$ cat src/rtl/pc_gen_unit.sv
// rtl/pc_gen_unit.sv - registered program-counter generator with redirect tracking
//
// Holds the architectural PC and computes the next fetch address from the
// NPC_* operation, branch condition, stall, trap redirect and target alignment.
// Optional redirect trace buffer is compiled in when PC_TRACE_EN is defined;
// without it the trace outputs are tied to zero and the ports remain present.
//
// Ports:
//   clk, rst          clock (rising edge), synchronous active-high reset
//   stall_i           hold PC this cycle
//   npc_op_i          NPC_PLUS4 / NPC_BRANCH / NPC_JUMP / NPC_JALR
//   br_taken_i        branch condition, qualifies NPC_BRANCH
//   imm_i             sign-extended offset
//   jalr_base_i       rs1 value for JALR
//   trap_i            trap redirect request
//   trap_vec_i        trap handler address
//   pc_o              current PC (registered)
//   npc_o             next PC (combinational)
//   link_o            pc_o + 4
//   misalign_o        one-cycle pulse after a misaligned redirect attempt
//   bad_addr_o        captured misaligned target
//   redir_cnt_o       saturating count of committed redirects
//   trace_idx_i       trace read index, 0 = most recent
//   trace_src_o       trace entry source PC
//   trace_dst_o       trace entry target PC
//   trace_cnt_o       number of valid trace entries
module pc_gen_unit #(
    parameter int              XLEN        = 32,
    parameter logic [XLEN-1:0] RESET_PC    = '0,
    parameter int              TRACE_DEPTH = 8
) (
    input  logic                           clk,
    input  logic                           rst,
    input  logic                           stall_i,
    input  logic [2:0]                     npc_op_i,
    input  logic                           br_taken_i,
    input  logic [XLEN-1:0]                imm_i,
    input  logic [XLEN-1:0]                jalr_base_i,
    input  logic                           trap_i,
    input  logic [XLEN-1:0]                trap_vec_i,
    output logic [XLEN-1:0]                pc_o,
    output logic [XLEN-1:0]                npc_o,
    output logic [XLEN-1:0]                link_o,
    output logic                           misalign_o,
    output logic [XLEN-1:0]                bad_addr_o,
    output logic [15:0]                    redir_cnt_o,
    input  logic [$clog2(TRACE_DEPTH)-1:0] trace_idx_i,
    output logic [XLEN-1:0]                trace_src_o,
    output logic [XLEN-1:0]                trace_dst_o,
    output logic [$clog2(TRACE_DEPTH):0]   trace_cnt_o
);

    localparam int IW = $clog2(TRACE_DEPTH);

    // Encodings shared with ctrl_encode_def.v
    localparam logic [2:0] NPC_PLUS4  = 3'b000;
    localparam logic [2:0] NPC_BRANCH = 3'b001;
    localparam logic [2:0] NPC_JUMP   = 3'b010;
    localparam logic [2:0] NPC_JALR   = 3'b100;

    localparam logic [XLEN-1:0] FOUR = XLEN'(4);

    logic [XLEN-1:0] pc_q;
    logic [XLEN-1:0] pc_plus4;
    logic [XLEN-1:0] pc_plus_imm;
    logic [XLEN-1:0] jalr_sum;
    logic [XLEN-1:0] target;
    logic            is_ctl;
    logic            misaligned;
    logic            commit_ctl;
    logic            redirect;
    logic [XLEN-1:0] npc;

    logic            misalign_q;
    logic [XLEN-1:0] bad_addr_q;
    logic [15:0]     redir_cnt_q;

    // ------------------------------------------------------------------
    // Target computation
    // ------------------------------------------------------------------
    always_comb begin
        pc_plus4    = pc_q + FOUR;
        pc_plus_imm = pc_q + imm_i;
        jalr_sum    = jalr_base_i + imm_i;
        target      = pc_plus4;
        is_ctl      = 1'b0;
        case (npc_op_i)
            NPC_PLUS4: begin
                target = pc_plus4;
                is_ctl = 1'b0;
            end
            NPC_BRANCH: begin
                target = br_taken_i ? pc_plus_imm : pc_plus4;
                is_ctl = br_taken_i;
            end
            NPC_JUMP: begin
                target = pc_plus_imm;
                is_ctl = 1'b1;
            end
            NPC_JALR: begin
                target = {jalr_sum[XLEN-1:1], 1'b0};
                is_ctl = 1'b1;
            end
            default: begin
                target = pc_plus4;
                is_ctl = 1'b0;
            end
        endcase
    end

    // Sequential PLUS4 (and untaken branches) are always word aligned when
    // pc is, so only control transfers are alignment-checked.
    assign misaligned = is_ctl && (target[1:0] != 2'b00);

    // A control transfer commits only when nothing of higher priority wins.
    assign commit_ctl = !trap_i && !stall_i && !misaligned && is_ctl;
    assign redirect   = trap_i || commit_ctl;

    always_comb begin
        if (trap_i) begin
            npc = trap_vec_i;
        end else if (stall_i || misaligned) begin
            npc = pc_q;
        end else begin
            npc = target;
        end
    end

    // ------------------------------------------------------------------
    // PC, misalignment capture and redirect counter
    // ------------------------------------------------------------------
    always_ff @(posedge clk) begin
        if (rst) begin
            pc_q        <= RESET_PC;
            misalign_q  <= 1'b0;
            bad_addr_q  <= '0;
            redir_cnt_q <= '0;
        end else begin
            pc_q       <= npc;
            // Pulse only when the misaligned transfer was actually the
            // winning request this edge.
            misalign_q <= !trap_i && !stall_i && misaligned;
            if (!trap_i && !stall_i && misaligned) begin
                bad_addr_q <= target;
            end
            if (redirect && (redir_cnt_q != 16'hFFFF)) begin
                redir_cnt_q <= redir_cnt_q + 16'd1;
            end
        end
    end

    assign pc_o        = pc_q;
    assign npc_o       = npc;
    assign link_o      = pc_plus4;
    assign misalign_o  = misalign_q;
    assign bad_addr_o  = bad_addr_q;
    assign redir_cnt_o = redir_cnt_q;

    // ------------------------------------------------------------------
    // Redirect trace
    // ------------------------------------------------------------------
`ifdef PC_TRACE_EN
    logic [XLEN-1:0] tr_src [TRACE_DEPTH];
    logic [XLEN-1:0] tr_dst [TRACE_DEPTH];
    logic [IW-1:0]   wr_ptr;
    logic [IW:0]     tr_cnt;
    logic [IW-1:0]   rd_ptr;
    logic            rd_valid;

    // Entry storage is deliberately not reset; validity comes from tr_cnt.
    always_ff @(posedge clk) begin
        if (!rst && redirect) begin
            tr_src[wr_ptr] <= pc_q;
            tr_dst[wr_ptr] <= npc;
        end
    end

    always_ff @(posedge clk) begin
        if (rst) begin
            wr_ptr <= '0;
            tr_cnt <= '0;
        end else if (redirect) begin
            wr_ptr <= wr_ptr + 1'b1;
            if (tr_cnt != (IW+1)'(TRACE_DEPTH)) begin
                tr_cnt <= tr_cnt + 1'b1;
            end
        end
    end

    // Most recent entry sits just behind the write pointer; the
    // subtraction wraps naturally because TRACE_DEPTH is a power of 2.
    assign rd_ptr   = wr_ptr - IW'(1) - trace_idx_i;
    assign rd_valid = ({1'b0, trace_idx_i} < tr_cnt);

    assign trace_src_o = rd_valid ? tr_src[rd_ptr] : '0;
    assign trace_dst_o = rd_valid ? tr_dst[rd_ptr] : '0;
    assign trace_cnt_o = tr_cnt;
`else
    logic unused_trace;
    assign unused_trace = ^trace_idx_i;

    assign trace_src_o = '0;
    assign trace_dst_o = '0;
    assign trace_cnt_o = '0;
`endif

endmodule
$ cat config.mk
export PLATFORM = sky130hd
export DESIGN_NAME = pc_gen_unit
export DESIGN_NICKNAME = d
export VERILOG_FILES = /design/src/rtl/pc_gen_unit.sv
export SDC_FILE = /design/constraint.sdc
export NUM_CORES = 1
export LEC_CHECK = 0
export CAP_MARGIN = 20
export CELL_PAD_IN_SITES_DETAIL_PLACEMENT = 0
export CELL_PAD_IN_SITES_GLOBAL_PLACEMENT = 2
export CORE_MARGIN = 1
export CORE_UTILIZATION = 22
export CTS_CLUSTER_SIZE = 14
export DETAILED_ROUTE_END_ITERATION = 10
export PLACE_DENSITY_LB_ADDON = 0.3
export SYNTH_ARGS = -nofsm -noshare
export SYNTH_HDL_FRONTEND = slang
export SYNTH_SLANG_ARGS = --single-unit
$ cat constraint.sdc
create_clock -name clk -period 3 [get_ports clk]
set_input_delay 0.3 -clock clk [delete_from_list [all_inputs] [get_ports clk]]
set_output_delay 0.3 -clock clk [all_outputs]
set_load 0.02 [all_outputs]
After elaboration in Yosys (flattened, before gate mapping)
Cells that the tools add are included.

storage, ports and cells
  flip-flop bits (word level) = 81
  logic and storage cells = 30
  input port bits = 107
  output and inout bits = 213

operators by class
  reductions and logical operators = 13
  eq/ne operators = 4
  add/subtract/negate cells = 4
  mux-type cells = 5

operators by type and width
  cell                                                              count
  32-bit 2-to-1 mux                                                 3
  32-bit case mux with 3 select lines                               1
  32-bit adder                                                      2
  32-bit by 3-bit adder with 32-bit output (second input constant)  1
  16-bit by 1-bit adder with 16-bit output (second input constant)  1
  16-bit != test (second input constant)                            1
  1-bit logical AND                                                 6
  3-bit by 1-bit == test with 1-bit output (second input constant)  1
  3-bit by 2-bit == test with 1-bit output (second input constant)  1
  3-bit == test (second input constant)                             1
  1-bit zero test                                                   3
  1-bit logical OR                                                  2
  1-bit case mux with 2 select lines                                1
  2-bit nonzero test                                                1
  2-bit OR reduction                                                1

Depth between registers and ports, before layout
Gate-level depths: netlist of run 1.

  depth in word-level cells = 10
  depth in mapped cells = 12
  mapped depth without buffers = 11

Worst setup path before layout of run 1
OpenSTA, ideal clock, no wires.

  path type = reg-to-output
  start point = register pc_q[4], in the netlist pc_o[4]
  end point = output npc_o[27]
  buffers on the path = 1
  cell stages (with the launch flop) = 11
  arrival = 2950 ps
  path slack = -250 ps
  data required time = 2700 ps
  cell sequence = dfxtp_1 > nand4_1 > or4_1 > buf_2 > nor4_2 > xor2_1 > nand2_1 > nand4b_1 > nand3b_1 > nor2_1 > o31ai_1

between the ends
  word-level cells in the longest chain between the ends = 5
  elaborated cells on any way between the ends = 6
  classes of those cells = add/sub: 2; mux: 4

ends and longest elaborated chain
  what                                          RTL line  source
  start, declared                               63        logic [XLEN-1:0] pc_q;
  start signal, assigned                        139       pc_q <= npc;
  32-bit by 3-bit adder with 32-bit output (*)  82        pc_plus4 = pc_q + FOUR;
  named net link_o[27]                          43        output logic [XLEN-1:0] link_o,
  32-bit 2-to-1 mux                             93        target = br_taken_i ? pc_plus_imm : pc_plus4;
  32-bit case mux with 3 select lines (*)       87        case (npc_op_i)
  32-bit 2-to-1 mux (*)                         122       end else if (stall_i || misaligned) begin
  32-bit 2-to-1 mux (*)                         120       if (trap_i) begin
  end, declared                                 42        output logic [XLEN-1:0] npc_o,

Mark *: on every way through the listed nets, which the timed path passes. The rest lies on a longest branch.

Worst setup path in the final report of run 1
  start point = register pc_q[7], in the netlist pc_o[7]
  end point = output npc_o[28]

between the ends
  word-level cells in the longest chain between the ends = 5
  elaborated cells on any way between the ends = 6
  classes of those cells = add/sub: 2; mux: 4

ends and longest elaborated chain
  what                                                                             RTL line
  32-bit by 3-bit adder with 32-bit output / 32-bit adder (equally long branches)  82, 83
  32-bit 2-to-1 mux                                                                93
  32-bit case mux with 3 select lines (*)                                          87
  32-bit 2-to-1 mux (*)                                                            122
  32-bit 2-to-1 mux (*)                                                            120

Mark *: on every way between the ends. The rest lies on a longest branch, timed or not.

==> flow_summary.ini, run 1 <==
[sta]
final_max_slew_viol_count = 0
skew_ns = 0.00915
tns_ns = -8.29
rsz0062_at_grt = yes
worst_pin_slew_ns = 0.806
slew_headroom_pct = 46.3
worst_slack_ns = -0.512
hold_ws_ns = 0.455
finalSetupViolCount = 35
fin_crit_sh_pct = 117
finalHoldViolations = 0
timing.fmax_mhz = 285
period_needed_ns = 3.51

[cts]
clockBufferDepth = 2
root_buffer = clkbuf_16
path_clk_slew_ns = 0.06
insertion_delay_ns = 0.35
holdBufCountCts = 0
cts_tree = built
numCtsBuffers = 9
cts.sinks = 81
ctsHtreeMaxLevel = 3

[cells_and_area]
area_growth_pct = 96.6
antenna_cells = 0
fin_util_pct = 44.3
finalNetCount = 1991
drive_above_1_share_pct = 43.5
seq_area_mm2 = 0.00167
multi_input_area_mm2 = 0.00808
nFillCells = 3901

[global_route]
grt_max_degree = 70
antenna_found_initial = 4
track_usage_pct = 22.4
grt_pass1_vias = 11300
overflow = 0
grt_first_pass_wirelength_mm = 66.9

[setup_path]
end_kind = output port
regToRegEndpoint = bad_addr_o[15]$_SDFFE_PP0P_
cp.required_ns = 2.70
arrival_ns = 3.21
regToRegSetupSlack_ns = -0.23
r2r_cells = 18
crit_type = reg -> out
critPathLaunchType = flip-flop
r2r-start = pc_o[7]$_SDFF_PP0_
worstPathMaxFanout = 4

[detailed_routing]
ant_nets = 0
drc = 0
wl_per_cell_um = 19.3
vias = 11000
drt_iter0_drc = 463
viasPerCell = 4.70
first_pass_iters = 6
wl_mm = 45.0

[logic_synthesis]
ys_seq_area_share_pct = 18.9
synth.distinct_cells = 72
ys.flop_type = dfxtp_1
ys_seq_elements = 81
synth.avg_cell_area_um2 = 7.35
synthesis.area_mm2 = 0.00857
synth_edf_count = 0
yosysWarnings = 0
synth-async-reset-ratio_pct = 0
syn_inst = 1166

[placed_design]
place.port_buffers = 248
hpwl_mm = 36.6
dp_slack_ns = -1.44
gp_congestion = 0.922

[die]
fp.coreArea_mm2 = 0.0380
die_h_um = 199
ioPinCount = 320
die_area_mm2 = 0.0397
std_cell_rows = 71
initial_utilization_pct = 22.5
die_w_um = 199

[worst_hold_path]
hold_path_class = reg -> reg
hp-start = bad_addr_o[7]$_SDFFE_PP0P_
hold_end = bad_addr_o[7]$_SDFFE_PP0P_
hold_depth = 2

[power_and_ir_drop]
cellLeakagePower_nw = 7.31
cellPowerDensity_mw_per_mm2 = 347
ir_drop_mv = 0.268

[status]
violations = negative setup slack
outcome = finished with violations

[flow_run]
drv_cap = 0
[how the worst max path moves through the flow]
stage,startpoint,to,slack [ns],depth (start not counted)
final,pc_o[7]$_SDFF_PP0_,npc_o[28],-0.51,13
after global routing,pc_o[7]$_SDFF_PP0_,npc_o[28],-0.63,13
after CTS,pc_o[0]$_SDFF_PP0_,npc_o[30],-0.50,13
after detailed placement,imm_i[0],npc_o[28],-1.44,14
after global placement,imm_i[0],npc_o[28],-1.38,14
after floorplan,pc_o[4]$_SDFF_PP0_,npc_o[27],-0.09,10
[registers in the layout (all words and copies together) (netlist names)]
name / count
bad_addr_o: 32
misalign_o: 1
pc_o: 32
redir_cnt_o: 16
[routing by layer]
metal | part of all wire, % | track usage, % | vias up
met4 | 2.4 | 5.70 | 6
met1 | 42 | 26.6 | 5203
met5 | 0.089 | 0 | -
met3 | 4.2 | 3.12 | 45
li1 | - | - | 5436
met2 | 51 | 41.7 | 274
[where the power goes]
| part | internal, mW | leakage [nW] | switching (mW) |
|---|---|---|---|
| registers | 1.13 | 0.671 | 0.0695 |
| logic | 1.70 | 6.49 | 1.71 |
| clock network | 0.753 | 0.151 | 0.483 |
| total | 3.58 | 7.31 | 2.26 |
[kinds of logic after synthesis]
family	Yosys count	share of synthesized area, %
other cells	1	0.0438
mux	5	0.584
buf+inv	152	9.80
xor+xnor	88	9.00
compound gates	356	28.6
simple gates	418	23.4
fa+ha+maj	65	9.67
flops	81	18.9
[per-stage QoR]
stage               total power [mW]  area [um2]  instances
floorplan                       2.53        8900       1233
global placement                4.00       14100       2241
detailed placement              3.99       14100       2241
CTS                             5.70       16200       2312
global route                    6.16       16800       2335
finish                          5.84       16800       2335
[cell usage in the layout, fill, tap and decap left out, types with 13 or more instances in the layout]
master,synthesis,final
nand2_2,0,13
o21ai_2,0,17
dlygate4sd2_1,0,28
o21ai_0,44,25
nand3_1,22,17
buf_4,70,422
conb_1,1,68
xor2_1,43,38
xnor2_1,45,30
a211oi_1,34,22
nand4_1,26,26
nor3_1,22,19
clkdlybuf4s50_1,0,158
nand2_1,116,102
buf_6,0,69
dfxtp_1,81,62
a21oi_2,1,28
xnor2_2,0,13
and2_1,24,21
a21o_1,35,35
nor2_1,127,105
ha_4,0,34
inv_1,23,22
nand2b_1,19,17
a21oi_1,93,61
ha_1,63,28
nor2_2,0,13
[Yosys cell counts, drive strengths merged (4+ instances only)]
library cell	count	area (um2)
nor2	127	477
nand2	116	435
a21oi	94	474
dfxtp	81	1620
buf	75	551
ha	63	788
o21ai	56	280
clkbuf	54	203
xnor2	45	394
xor2	43	377
a21o	35	263
a211oi	34	255
nand4	26	163
and2	24	150
inv	23	86.3
nand3	22	110
nor3	22	110
nand2b	19	119
o221ai	18	158
and3	15	93.8
o21a	13	97.6
or3	13	81.3
o211ai	12	90.1
a221oi	11	96.3
o21bai	10	75.1
a31oi	9	77.6
o31ai	9	67.6
and4	7	61.3
nor4	7	50.1
o31a	7	61.3
a22o	6	52.6
a21boi	5	37.5
mux2i	5	50.1
o22ai	5	31.3
or2	5	31.3
a2111oi	4	42.5
nor3b	4	35.0
[repair_timing]
item	4_1_cts	5_1_grt
resized for setup	542	132
setup buffers	66	28
setup endpoints to repair	89	62
pin swaps	125	61
[layout make-up]
cell class | count | share of cell area, %
clock inverter | 6 | 0.542
tap | 511 | 3.80
inverter | 23 | 0.513
sequential | 81 | 9.93
timing repair buffer | 704 | 35.8
clock buffer | 10 | 1.42
multi-input combinational | 1000 | 48.0
[worst max-delay path, cell delays in order, from the launching register on]
cell	delay (ns)
dfxtp_4	0.39
ha_4	0.29
buf_6	0.09
o21a_1	0.16
o21a_1	0.19
a21o_1	0.22
nand3_2	0.11
a31o_4	0.27
buf_6	0.12
o41ai_4	0.25
xnor2_1	0.13
o221a_4	0.29
o221ai_2	0.16
buf_4	0.17
(Power assumes the default switching activity.)
==> inputs of run 2 (changes only) <==
--- a/config.mk
+++ b/config.mk
@@ -8,6 +8,7 @@
 export CAP_MARGIN = 20
 export CELL_PAD_IN_SITES_DETAIL_PLACEMENT = 0
 export CELL_PAD_IN_SITES_GLOBAL_PLACEMENT = 2
+export CORE_ASPECT_RATIO = 1.2
 export CORE_MARGIN = 1
 export CORE_UTILIZATION = 22
 export CTS_CLUSTER_SIZE = 14
==> run 2 against run 1 <==
- the flow still finishes with violations (negative setup slack)
- die area about the same
- cell count down 0.60%
- fmax about the same
- sequential power about the same
- clock power down 4%
- first-iteration DRC count up 4.8%
- sequential cell count unchanged
- global-route usage down 0.40 points
- critical path type unchanged
==> flow_summary.ini, run 2 (synthesis results as in run 1) <==
[setup_path]
critPathLaunchType = flip-flop
crit_type = reg -> out
arrival_ns = 3.21
worstPathMaxFanout = 3
cp.required_ns = 2.70
path_delay_family = compound AO/OA/AOI/OAI gates
slowest_delay_ns = 0.37
crit_chain = ha_4 > fa_2 > a211oi_4 > o21ai_2 > a21o_1 > buf_6 > and3_4 > o31ai_4 > mux2i_1 > nor4b_2 > buf_4 > nand2_2 > a22o_1 > buf_6
crit_buf_inv = 3
end_kind = output port
crit_slowest_cell = dfxtp_4
crit_top_cell = buf_6

[sta]
slew_headroom_pct = 55.7
tns_ns = -8.75
finalSetupViolCount = 31
fin_crit_sh_pct = 117
final_max_slew_viol_count = 0
skew_ns = 0.0144
period_needed_ns = 3.51
hold_ws_ns = 0.360
worst_slack_ns = -0.512
rsz0062_at_grt = yes
timing.fmax_mhz = 285
finalHoldViolations = 0
worst_pin_slew_ns = 0.664

[die]
std_cell_rows = 78
die_area_mm2 = 0.0397
initial_utilization_pct = 22.5
die_h_um = 218
ioPinCount = 320
fp.coreArea_mm2 = 0.0381
die_w_um = 182

[status]
outcome = finished with violations
violations = negative setup slack

[cells_and_area]
nFillCells = 3852
area_growth_pct = 99.3
finalNetCount = 2007
final_common_cell = buf_4
layout_common_cells = buf_4 (435), clkdlybuf4s50_1 (159), nand2_1 (103), nor2_1 (103), conb_1 (68)
drive_above_1_share_pct = 44.1
fin_util_pct = 44.9

[placed_design]
dp_slack_ns = -1.54
hpwl_mm = 36.9
place.port_buffers = 248
gp_congestion = 0.916

[detailed_routing]
wl_mm = 45.2
drc = 0
vias = 11100
drt_iter0_drc = 485
viasPerCell = 4.79
first_pass_iters = 4
wl_per_cell_um = 19.5
ant_nets = 0

[power_and_ir_drop]
ir_drop_mv = 0.305
cellPowerDensity_mw_per_mm2 = 344
cellLeakagePower_nw = 7.43

[worst_hold_path]
hold_path_class = in -> reg

[global_route]
grt_pass1_vias = 11300
track_usage_pct = 22.0
grt_max_degree = 47
grt_first_pass_wirelength_mm = 66.3
antenna_found_initial = 4
overflow = 0

[cts]
holdBufCountCts = 0
insertion_delay_ns = 0.35
numCtsBuffers = 9
clockBufferDepth = 2
path_clk_slew_ns = 0.07
root_buffer = clkbuf_16
cts.sinks = 81
cts_tree = built
ctsHtreeMaxLevel = 3

[flow_run]
drv_cap = 0
[run 2: changes by cell type in the layout (fill, tap and decap cells not counted), sizes merged]
cell | before | now
clkbuf | 13 | 21
buf | 504 | 511
dlygate4sd2 | 28 | 25
clkinvlp | 3 | 1
dlymetal6s2s | 4 | 6
inv | 23 | 25
bufinv | 2 | 1
clkdlybuf4s15 | 7 | 8
clkdlybuf4s50 | 158 | 159
clkinv | 1 | 2
diode | 0 | 1
[run 2: cell type report]
cell class / instances / area, um2 / share of cell area [%]
Clock inverter: 6 / 75.1 / 0.440
Clock buffer: 10 / 239 / 1.40
Timing Repair Buffer: 720 / 6200 / 36.3
Inverter: 23 / 86.3 / 0.506
Tap cell: 480 / 601 / 3.52
Sequential cell: 81 / 1670 / 9.77
Antenna cell: 1 / 2.50 / 0.0147
Multi-Input combinational cell: 1000 / 8200 / 48.0
[run 2: path summary, 6_finish.rpt]
check | start | endpoint | slack [ns] | cells after the start
setup / recovery | pc_o[0]$_SDFF_PP0_ | npc_o[30] | -0.51 | 14
setup reg to reg | pc_o[0]$_SDFF_PP0_ | pc_o[22]$_SDFF_PP0_ | 0.01 | 15
hold reg to reg | bad_addr_o[7]$_SDFFE_PP0P_ | bad_addr_o[7]$_SDFFE_PP0P_ | 0.47 | 2
hold / removal | rst | bad_addr_o[29]$_SDFFE_PP0P_ | 0.36 | 2
[run 2: stage by stage]
stage               total power, mW  area, um2  instances
floorplan                      2.53       8900       1233
global placement               4.05      14300       2234
detailed placement             4.05      14300       2234
CTS                            5.66      16200       2296
global route                   6.16      17100       2320
finish                         5.87      17100       2321
[run 2: repair_timing]
action | CTS | global route
gates resized for setup | 499 | 166
pin swaps | 106 | 114
setup buffers | 48 | 36
cloned | 0 | 2
setup endpoints to repair | 94 | 60
[run 2: where the power goes]
part / leakage, nW / internal (mW) / switching (mW)
combinational: 6.61 / 1.73 / 1.74
sequential: 0.670 / 1.13 / 0.0749
clock: 0.151 / 0.680 / 0.508
total: 7.43 / 3.54 / 2.33
[run 2: layer usage]
metal | vias up | share of wire, % | GRT usage, %
met5 | - | 0.033 | 0
met4 | 4 | 4.4 | 9.47
met3 | 82 | 4.5 | 3.23
met2 | 361 | 52 | 41.6
met1 | 5219 | 39 | 24.2
li1 | 5451 | - | -
